**config.mk**
```make
export PLATFORM = sky130hd
export DESIGN_NAME = motor_speed_ctrl_flat
export DESIGN_NICKNAME = d
export VERILOG_FILES = /design/src/rtl/motor_speed_ctrl_if.sv /design/src/rtl/motor_speed_ctrl.sv /design/src/flat_wrapper.sv
export SDC_FILE = /design/constraint.sdc
export NUM_CORES = 2
export LEC_CHECK = 0
export CELL_PAD_IN_SITES_DETAIL_PLACEMENT = 0
export CELL_PAD_IN_SITES_GLOBAL_PLACEMENT = 1
export CORE_ASPECT_RATIO = 0.7
export CORE_MARGIN = 2
export CORE_UTILIZATION = 45
export DETAILED_ROUTE_END_ITERATION = 16
export PLACE_DENSITY = 0.91
export SLEW_MARGIN = 40
export SYNTH_ARGS = -nofsm -noshare
export SYNTH_HDL_FRONTEND = slang
export SYNTH_SLANG_ARGS = --single-unit
```
**constraint.sdc**
```tcl
create_clock -name clk -period 8.5 [get_ports clk]
set_clock_uncertainty 0.1 [all_clocks]
set_input_delay 1.7 -clock clk [delete_from_list [all_inputs] [get_ports clk]]
set_output_delay 1.7 -clock clk [all_outputs]
set_load 0.005 [all_outputs]
```
**src/rtl/motor_speed_ctrl_if.sv**
```systemverilog
// motor_speed_ctrl_if: Nios PIO control/status bundle for the motor speed controller
interface motor_speed_ctrl_if #(
  parameter int VEL_W = 16,
  parameter int POS_W = 32,
  parameter int GAIN_W = 8,
  parameter int PWM_BITS = 10
);
  logic enable;
  logic clr_err;
  logic signed [VEL_W-1:0] setpoint;
  logic [GAIN_W-1:0] kp;
  logic [GAIN_W-1:0] ki;
  logic signed [POS_W-1:0] position;
  logic signed [VEL_W-1:0] velocity;
  logic signed [PWM_BITS:0] duty;
  logic sample_stb;
  logic enc_err;
  modport master (
    output enable, clr_err, setpoint, kp, ki,
    input position, velocity, duty, sample_stb, enc_err
  );
  modport slave (
    input enable, clr_err, setpoint, kp, ki,
    output position, velocity, duty, sample_stb, enc_err
  );
endinterface

```
**src/rtl/motor_speed_ctrl.sv**
```systemverilog
// motor_speed_ctrl: quadrature-decoded PI speed loop driving a two-line H-bridge PWM
// Define MOTOR_SPEED_CTRL_SYNC_EN to pass enc_ab through a 2-flop synchronizer.
module motor_speed_ctrl #(
  parameter int PWM_BITS = 10,
  parameter int SAMPLE_DIV = 50000,
  parameter int VEL_W = 16,
  parameter int POS_W = 32,
  parameter int GAIN_W = 8,
  parameter int SHIFT = 4
) (
  input  logic clk,
  input  logic reset,
  input  logic [1:0] enc_ab,
  output logic [1:0] pwm_out,
  motor_speed_ctrl_if.slave bus
);
  localparam int PWM_MAX = 2**PWM_BITS - 1;
  localparam int AW = VEL_W + GAIN_W + PWM_BITS + SHIFT + 2;
  localparam int TW = $clog2(SAMPLE_DIV);
  localparam logic signed [AW-1:0] UMAX = AW'(PWM_MAX);
  localparam logic signed [AW-1:0] ILIM = UMAX <<< SHIFT;
  localparam logic signed [PWM_BITS:0] DMAX = (PWM_BITS+1)'(PWM_MAX);
  localparam logic signed [POS_W-1:0] VMAX = POS_W'({(VEL_W-1){1'b1}});
  localparam logic signed [POS_W-1:0] VMIN = -VMAX - POS_W'(1);
  typedef enum logic [2:0] {IDLE, WAIT, ERR, MUL, ACC, OUT} state_t;
  state_t state, state_n;
  logic [1:0] ab_in, ab_q;
  logic signed [POS_W-1:0] pos, snap, diff;
  logic signed [VEL_W-1:0] vel;
  logic [TW-1:0] tcnt;
  logic tick, enc_err, stb, en_q;
  logic signed [VEL_W:0] err;
  logic signed [AW-1:0] err_x, kp_x, ki_x, p, ii, integ, acc_s, acc_c, out_s, out_sh;
  logic signed [PWM_BITS:0] u, duty_n, duty, duty_neg;
  logic [PWM_BITS-1:0] pcnt, mag;

`ifdef MOTOR_SPEED_CTRL_SYNC_EN
  logic [1:0] s1, s2;
  always_ff @(posedge clk or posedge reset) begin
    if (reset) begin
      s1 <= '0;
      s2 <= '0;
    end else begin
      s1 <= enc_ab;
      s2 <= s1;
    end
  end
  assign ab_in = s2;
`else
  assign ab_in = enc_ab;
`endif

  always_comb begin
    diff = pos - snap;
    tick = state != IDLE && bus.enable && tcnt == TW'(SAMPLE_DIV - 1);
    err_x = AW'(err);
    kp_x = AW'({1'b0, bus.kp});
    ki_x = AW'({1'b0, bus.ki});
    acc_s = integ + ii;
    acc_c = acc_s > ILIM ? ILIM : acc_s < -ILIM ? -ILIM : acc_s;
    out_s = p + integ;
    out_sh = out_s >>> SHIFT;
    // symmetric clamp: -2^PWM_BITS is never produced
    u = out_sh > UMAX ? DMAX : out_sh < -UMAX ? -DMAX : out_sh[PWM_BITS:0];
    duty_neg = -duty;
    mag = duty[PWM_BITS] ? duty_neg[PWM_BITS-1:0] : duty[PWM_BITS-1:0];
    pwm_out = !en_q || pcnt >= mag ? 2'b00 : duty[PWM_BITS] ? 2'b10 : 2'b01;
    state_n = !bus.enable ? IDLE :
              state == IDLE ? WAIT :
              state == WAIT ? (tick ? ERR : WAIT) :
              state == ERR ? MUL :
              state == MUL ? ACC :
              state == ACC ? OUT : WAIT;
  end

  always_ff @(posedge clk or posedge reset) begin
    if (reset) state <= IDLE;
    else state <= state_n;
  end

  always_ff @(posedge clk or posedge reset) begin
    if (reset) begin
      ab_q <= '0;
      pos <= '0;
      enc_err <= 1'b0;
      snap <= '0;
      vel <= '0;
      tcnt <= '0;
      err <= '0;
      p <= '0;
      ii <= '0;
      integ <= '0;
      duty_n <= '0;
      duty <= '0;
      stb <= 1'b0;
      en_q <= 1'b0;
      pcnt <= '0;
    end else begin
      ab_q <= ab_in;
      if (ab_in != ab_q && !(&(ab_in ^ ab_q)))
        pos <= (ab_q[1] ^ ab_in[0]) ? pos + POS_W'(1) : pos - POS_W'(1);
      enc_err <= (&(ab_in ^ ab_q)) | (enc_err & ~bus.clr_err);
      // snapshot tracks position while idle so the first velocity covers only enabled time
      if (state == IDLE || !bus.enable) begin
        tcnt <= '0;
        snap <= pos;
      end else if (tick) begin
        tcnt <= '0;
        snap <= pos;
        vel <= diff > VMAX ? {1'b0, {(VEL_W-1){1'b1}}} :
               diff < VMIN ? {1'b1, {(VEL_W-1){1'b0}}} : diff[VEL_W-1:0];
      end else tcnt <= tcnt + TW'(1);
      if (state == ERR) err <= {bus.setpoint[VEL_W-1], bus.setpoint} - {vel[VEL_W-1], vel};
      if (state == MUL) begin
        p <= err_x * kp_x;
        ii <= err_x * ki_x;
      end
      integ <= (!bus.enable || state == IDLE) ? '0 : state == ACC ? acc_c : integ;
      duty_n <= (!bus.enable || state == IDLE) ? '0 : state == OUT ? u : duty_n;
      stb <= bus.enable && state == OUT;
      en_q <= bus.enable;
      pcnt <= pcnt + PWM_BITS'(1);
      if (&pcnt) duty <= duty_n;
    end
  end

  assign bus.position = pos;
  assign bus.velocity = vel;
  assign bus.duty = duty;
  assign bus.sample_stb = stb;
  assign bus.enc_err = enc_err;
endmodule
```
**src/flat_wrapper.sv**
```systemverilog
// flat-port wrapper written by rule: the top's interface ports become plain ports
module motor_speed_ctrl_flat 
#(
  parameter int PWM_BITS = 10,
  parameter int SAMPLE_DIV = 50000,
  parameter int VEL_W = 16,
  parameter int POS_W = 32,
  parameter int GAIN_W = 8,
  parameter int SHIFT = 4
)
  (clk, reset, enc_ab, pwm_out, bus_enable, bus_clr_err, bus_setpoint, bus_kp, bus_ki, bus_position, bus_velocity, bus_duty, bus_sample_stb, bus_enc_err);
  motor_speed_ctrl_if #(.VEL_W(VEL_W), .POS_W(POS_W), .GAIN_W(GAIN_W), .PWM_BITS(PWM_BITS)) bus_i ();
  input  logic clk;
  input  logic reset;
  input  logic [1:0] enc_ab;
  output logic [1:0] pwm_out;
  input wire logic [$bits(bus_i.enable)-1:0] bus_enable;
  input wire logic [$bits(bus_i.clr_err)-1:0] bus_clr_err;
  input wire logic [$bits(bus_i.setpoint)-1:0] bus_setpoint;
  input wire logic [$bits(bus_i.kp)-1:0] bus_kp;
  input wire logic [$bits(bus_i.ki)-1:0] bus_ki;
  output wire logic [$bits(bus_i.position)-1:0] bus_position;
  output wire logic [$bits(bus_i.velocity)-1:0] bus_velocity;
  output wire logic [$bits(bus_i.duty)-1:0] bus_duty;
  output wire logic [$bits(bus_i.sample_stb)-1:0] bus_sample_stb;
  output wire logic [$bits(bus_i.enc_err)-1:0] bus_enc_err;
  assign bus_i.enable = bus_enable;
  assign bus_i.clr_err = bus_clr_err;
  assign bus_i.setpoint = bus_setpoint;
  assign bus_i.kp = bus_kp;
  assign bus_i.ki = bus_ki;
  assign bus_position = bus_i.position;
  assign bus_velocity = bus_i.velocity;
  assign bus_duty = bus_i.duty;
  assign bus_sample_stb = bus_i.sample_stb;
  assign bus_enc_err = bus_i.enc_err;
  motor_speed_ctrl #(.PWM_BITS(PWM_BITS), .SAMPLE_DIV(SAMPLE_DIV), .VEL_W(VEL_W), .POS_W(POS_W), .GAIN_W(GAIN_W), .SHIFT(SHIFT)) u_core (.clk(clk), .reset(reset), .enc_ab(enc_ab), .pwm_out(pwm_out), .bus(bus_i));
endmodule
```
Word-level counts from Yosys, hierarchy flattened:

Cells that the tools add are included.

* add/subtract/negate cells: 9
* multipliers: 2
* order comparisons: 7
* eq/ne operators: 7
* muxes and demuxes: 25
* bitwise operators: 6
* reduce and logical (&&, ||, !) cells: 17

Operators by type and width (number)
* $mux 40: 4
* $mux 32: 3
* $add 40x40->40: 2
* $mux 16: 4
* $mul 17x9->26: 2
* $mux 11: 4
* $gt 40x15->1 const B: 1
* $lt 40x15->1 const B: 1
* $gt 36x11->1 const B: 1
* $lt 36x11->1 const B: 1
* $add 32x2->32 const B: 1
* $gt 32x16->1 const B: 1
* $lt 32x16->1 const B: 1
* $sub 32x2->32 const B: 1
* $sub 32x32->32: 1
* $mux 3: 6
* $sub 16x16->17: 1
* $add 16x1->16 const B: 1
* $eq 16x16->1 const B: 1
* $add 10x1->10 const B: 1
* $ge 10x10->1: 1
* $mux 10: 1
* $neg 10->10: 1
* $reduce_and 10->1: 1
* 17 further kinds: 31

* register bits: 273
* input bits: 38
* output and inout bits: 63
* word-level logic and storage cells: 89

Longest topological paths before layout:

* depth after elaboration: 7
* depth in mapped cells: 26
* gate-level depth less buffers: 24

Worst setup path before layout:

No wires, ideal clock.

* path kind: in2reg
* start: in bus_ki[2]
* end: reg u_core.ii[38]
* setup time: 0.133 ns
* arrival time: 7.286 ns
* required time: 8.267 ns
* setup slack: 0.981 ns
* stages on the path: 24
* buffers on the path: 2
* cells stage by stage: clkbuf_1 -> clkbuf_1 -> nand2_1 -> fa_1 -> fa_1 -> inv_1 -> ha_1 -> inv_1 -> fa_1 -> inv_1 -> ha_1 -> a21o_1 -> a21oi_1 -> o21ai_0 -> a31o_2 -> a41o_1 -> o41ai_1 -> o21ai_0 -> a31o_2 -> a2111oi_0 -> nor3_1 -> a21oi_1 -> xnor2_1 -> o21ai_0

* cells in the longest elaborated chain, start to end: 1

RTL lines
* from (decl): line flat_wrapper.sv:21 `input wire logic [$bits(bus_i.ki)-1:0] bus_ki;`
* $mul 17x9->26: line motor_speed_ctrl.sv:116 `ii <= err_x * ki_x;`
* to (signal assigned): line motor_speed_ctrl.sv:116
* to (decl): line motor_speed_ctrl.sv:33 `logic signed [AW-1:0] err_x, kp_x, ki_x, p, ii, integ, acc_s, acc_c, out_s, out_sh;`

No other way between the ends.
A chain may end at the register's enable or synchronous reset.

Final worst setup path:

* start: in bus_ki[1]
* end: reg u_core.ii[24]

The elaborated chain is that of the path after synthesis.

==> results.cfg <==
[floorplanning]
dieWidth_um = 300.5
fp-row-count = 76
ioPinCount = 101
initial_utilization = 0.4528
core_area_mm2 = 0.06114
die_y_um = 211.5
design.die.area_mm2 = 0.06355

[place]
dpl.hpwl_mm = 53.14
rd_place_congestion = 0.9208
placedInstanceArea_mm2 = 0.02958
placement.io_buffers = 100
dp.cells = 4006

[logic_synthesis]
synth_cell_types = 90
synthTopCellsByArea = dfrtp_1 (22%), fa_1 (16%), ha_1 (12%)
synthTopCellsByCount = inv_1 (417), nand2_1 (329), ha_1 (272)
yosysWarnings = 0
synthesis.area_per_instance_um2 = 8.753
postSynthRegisterBits = 245
yosysTopAreaCellShare = 0.2214
yosysSeqAreaShare = 0.2214
synthesis.area_mm2 = 0.02769
synth.most_common_cell = inv_1
synth-edff-count = 0
async_flop_share = 1.000
synth_largest_area_cell = dfrtp_1
dominantRegCellSynth = dfrtp_1
postSynthCellCount = 3163
syn-num-nets = 3693

[cts]
clockRootBuffer = clkbuf_16
post-cts-setup-buffer-count = 0
clk-insertion-delay-late_ps = 600
tritoncts_num_sinks = 245
worst_setup_hold_path_clk_slew_ps = 70
ctsResizeCount = 0
cts.path.max_buffers = 3
cts_tree = done
cts_buffer_count = 28
cts_hold_buf = 0
htreeDepth = 1

[route]
drtIter0Drc = 1317
drt_first_pass_iters = 5
viasPerCell = 5.453
routed_wire_length_per_instance_um = 16.53
drc = 0
ant_nets = 0
drt-total-wl_mm = 67.12
via_count = 22140

[global_routing]
gr-usage-met3 = 0.04085
largest_net_degree_at_the_start_of_global_routing = 148
grt_use_met2 = 0.3307
grt_busiest_layer = met2
grt_util_all_layers = 0.2145
grt_pass1_wl_mm = 111.9
global_route.overflow_total = 0
initial_antenna_violation_count = 2
first_global_vias = 21580
grt_util_met1 = 0.3178

[min_path]
whs_path_depth = 1
min_to = u_core.tcnt[0]
hold_path_startpoint = u_core.tcnt[0]
hold_class = flop to flop

[critical_path]
worstReg2RegEnd = u_core.ii[24]
timing.setup.critical_path_class = primary input to flop
crit_chain = clkdlybuf4s50_1 > buf_4 > nand2_1 > fa_1 > inv_1 > fa_1 > inv_1 > fa_1 > fa_1 > inv_1 > ha_1 > o21ai_0 > a21oi_1 > o21ai_0 > a211oi_1 > o31ai_1 > o21ai_0 > o21a_1 > o21a_1 > or4_1 > a31oi_1 > xor2_1 > o21ai_0
peak_per_stage_delay_on_the_critical_path_ps = 580
worst_path_dominant_cell_family = adder cells
timing.critical_path.buf_inv = 5
cp_data_required_time_ps = 8860
cp_max_fo = 12
worstReg2RegStart = u_core.err[5]
worstSetupStartpointType = primary input
cp_slowest_cell = clkdlybuf4s50_1
r2r.worst_path.cells = 22
worst_setup_path_end_kind = flop
worst-r2r-setup-slack_ps = 1950
critical_path_arrival_ps = 7820

[flow_run]
max_cap_violations = 0

[final_layout]
syn_to_final_growth_pct = 10.67
fin_area_mm2 = 0.03064
drive_above_1_share = 0.05401
final-instance-count-excl-fill = 4060
finish.utilization = 0.5011
nNetsFinal = 3748

[timing]
final_slew_violations = 0
layout_worst_path_cycle_share = 0.8776
setup_viol_count_final = 0
fmaxAchievable_mhz = 134.1
post-route-min-period_ps = 7460
timing.setup.tns_ps = 0
finalHoldViolCount = 0
rsz0062_at_grt = false
slew_headroom = 0.4439
tightest_slew_ps = 834.2

[power]
p_leak_nw = 15.36
cellPowerDensity_mw_per_mm2 = 320.8
vdd.ir_drop.worst_uv = 284.1

[run_status]
status = finished clean
[flip-flops by register name (all words and copies together), names as in the netlist]
register and cells:
u_core.state 3, u_core.ii 26, u_core.bus.duty 11, u_core.bus.sample_stb 1
u_core.bus.position 32, u_core.pcnt 10, u_core.tcnt 16, u_core.p 26
u_core.bus.enc_err 1, u_core.en_q 1, u_core.integ 40, u_core.snap 32
u_core.err 17, u_core.bus.velocity 16, u_core.ab_q 2, u_core.duty_n 11
[metal layers]
layer | vias up | part of all wire | wire length, µm
met1 | 10730 | 0.48 | 32420
met3 | 62 | 0.067 | 4524
li1 | 10850 | - | -
met5 | - | 0 | 0
met2 | 496 | 0.43 | 29180
met4 | 0 | 0.015 | 992
[cell usage in the layout (no fill, tap or decap), types with 7 or more instances in the layout]
| cell type | instances |
|---|---|
| inv_1 | 416 |
| nand2_1 | 328 |
| ha_1 | 272 |
| dfrtp_1 | 245 |
| fa_1 | 220 |
| o21ai_0 | 190 |
| a21oi_1 | 169 |
| and2_1 | 169 |
| nor2_1 | 115 |
| xnor2_1 | 112 |
| clkdlybuf4s50_1 | 100 |
| a21o_1 | 98 |
| xor2_1 | 85 |
| nand3_1 | 61 |
| mux2_2 | 51 |
| nor3_1 | 43 |
| nor2b_1 | 33 |
| and3_1 | 32 |
| o21a_1 | 31 |
| nand4_1 | 30 |
| nand2b_1 | 29 |
| clkbuf_16 | 28 |
| buf_4 | 26 |
| a221o_1 | 22 |
| or3_1 | 21 |
| a211oi_1 | 20 |
| o21bai_1 | 20 |
| o31ai_1 | 18 |
| nor4_1 | 18 |
| a31oi_1 | 17 |
| a211o_1 | 13 |
| or4_1 | 12 |
| o211ai_1 | 11 |
| a21boi_0 | 9 |
| a31o_2 | 9 |
| and4_1 | 9 |
| o2111ai_1 | 8 |
| or2_2 | 8 |
| o31a_1 | 7 |
[logic make-up after synthesis]
family | count (synthesis) | synth area share
DFF | 245 | 0.2214
adders and majority gates | 492 | 0.2820
xor gates and xnor gates | 198 | 0.06264
and+or+nand+nor | 943 | 0.1733
buffers and inverters | 521 | 0.07095
muxes | 56 | 0.02255
AOI/OAI and AO/OA | 708 | 0.1671
[where the power goes]
group	internal, mW	switching (mW)	total [mW]	leakage [nW]
clock	0.800	0.548	1.35	0.493
sequential	1.35	0.222	1.57	3.00
combinational	3.18	3.73	6.91	11.9
[per-stage QoR]
stage          hold WS [ps]  power, mW  worst slack (ps)
2_1_floorplan         325.1      6.958             981.1
3_5_place_dp          351.9      8.505             452.0
5_1_grt               385.1      10.92             596.7
4_1_cts               360.0      9.930              1055
3_3_place_gp          345.0      8.458             508.5
6_report              355.3      9.828              1041
[cell type report]
cell class / count / area, µm²
clock inverters: 17 / 257.7
flip-flops and latches: 245 / 6131
fillers: 5831 / 30500
multi-input cells: 2397 / 19630
clock buffers: 35 / 767.0
inverters: 417 / 1569
repair buffers: 129 / 1255
well taps: 819 / 1025
diodes: 1 / 2.502
[worst max path at each step]
stage                    from       endpoint  slack (ps)  depth (start not counted)
finish              bus_ki[1]  u_core.ii[24]        1040                         23
global route        bus_ki[1]  u_core.ii[24]         600                         23
CTS                 bus_ki[1]  u_core.ii[24]        1050                         23
detailed placement  bus_ki[1]  u_core.ii[24]         450                         23
global placement    bus_ki[1]  u_core.ii[24]         510                         23
floorplan           bus_ki[2]  u_core.ii[38]         980                         24
(Power assumes the default switching activity.)
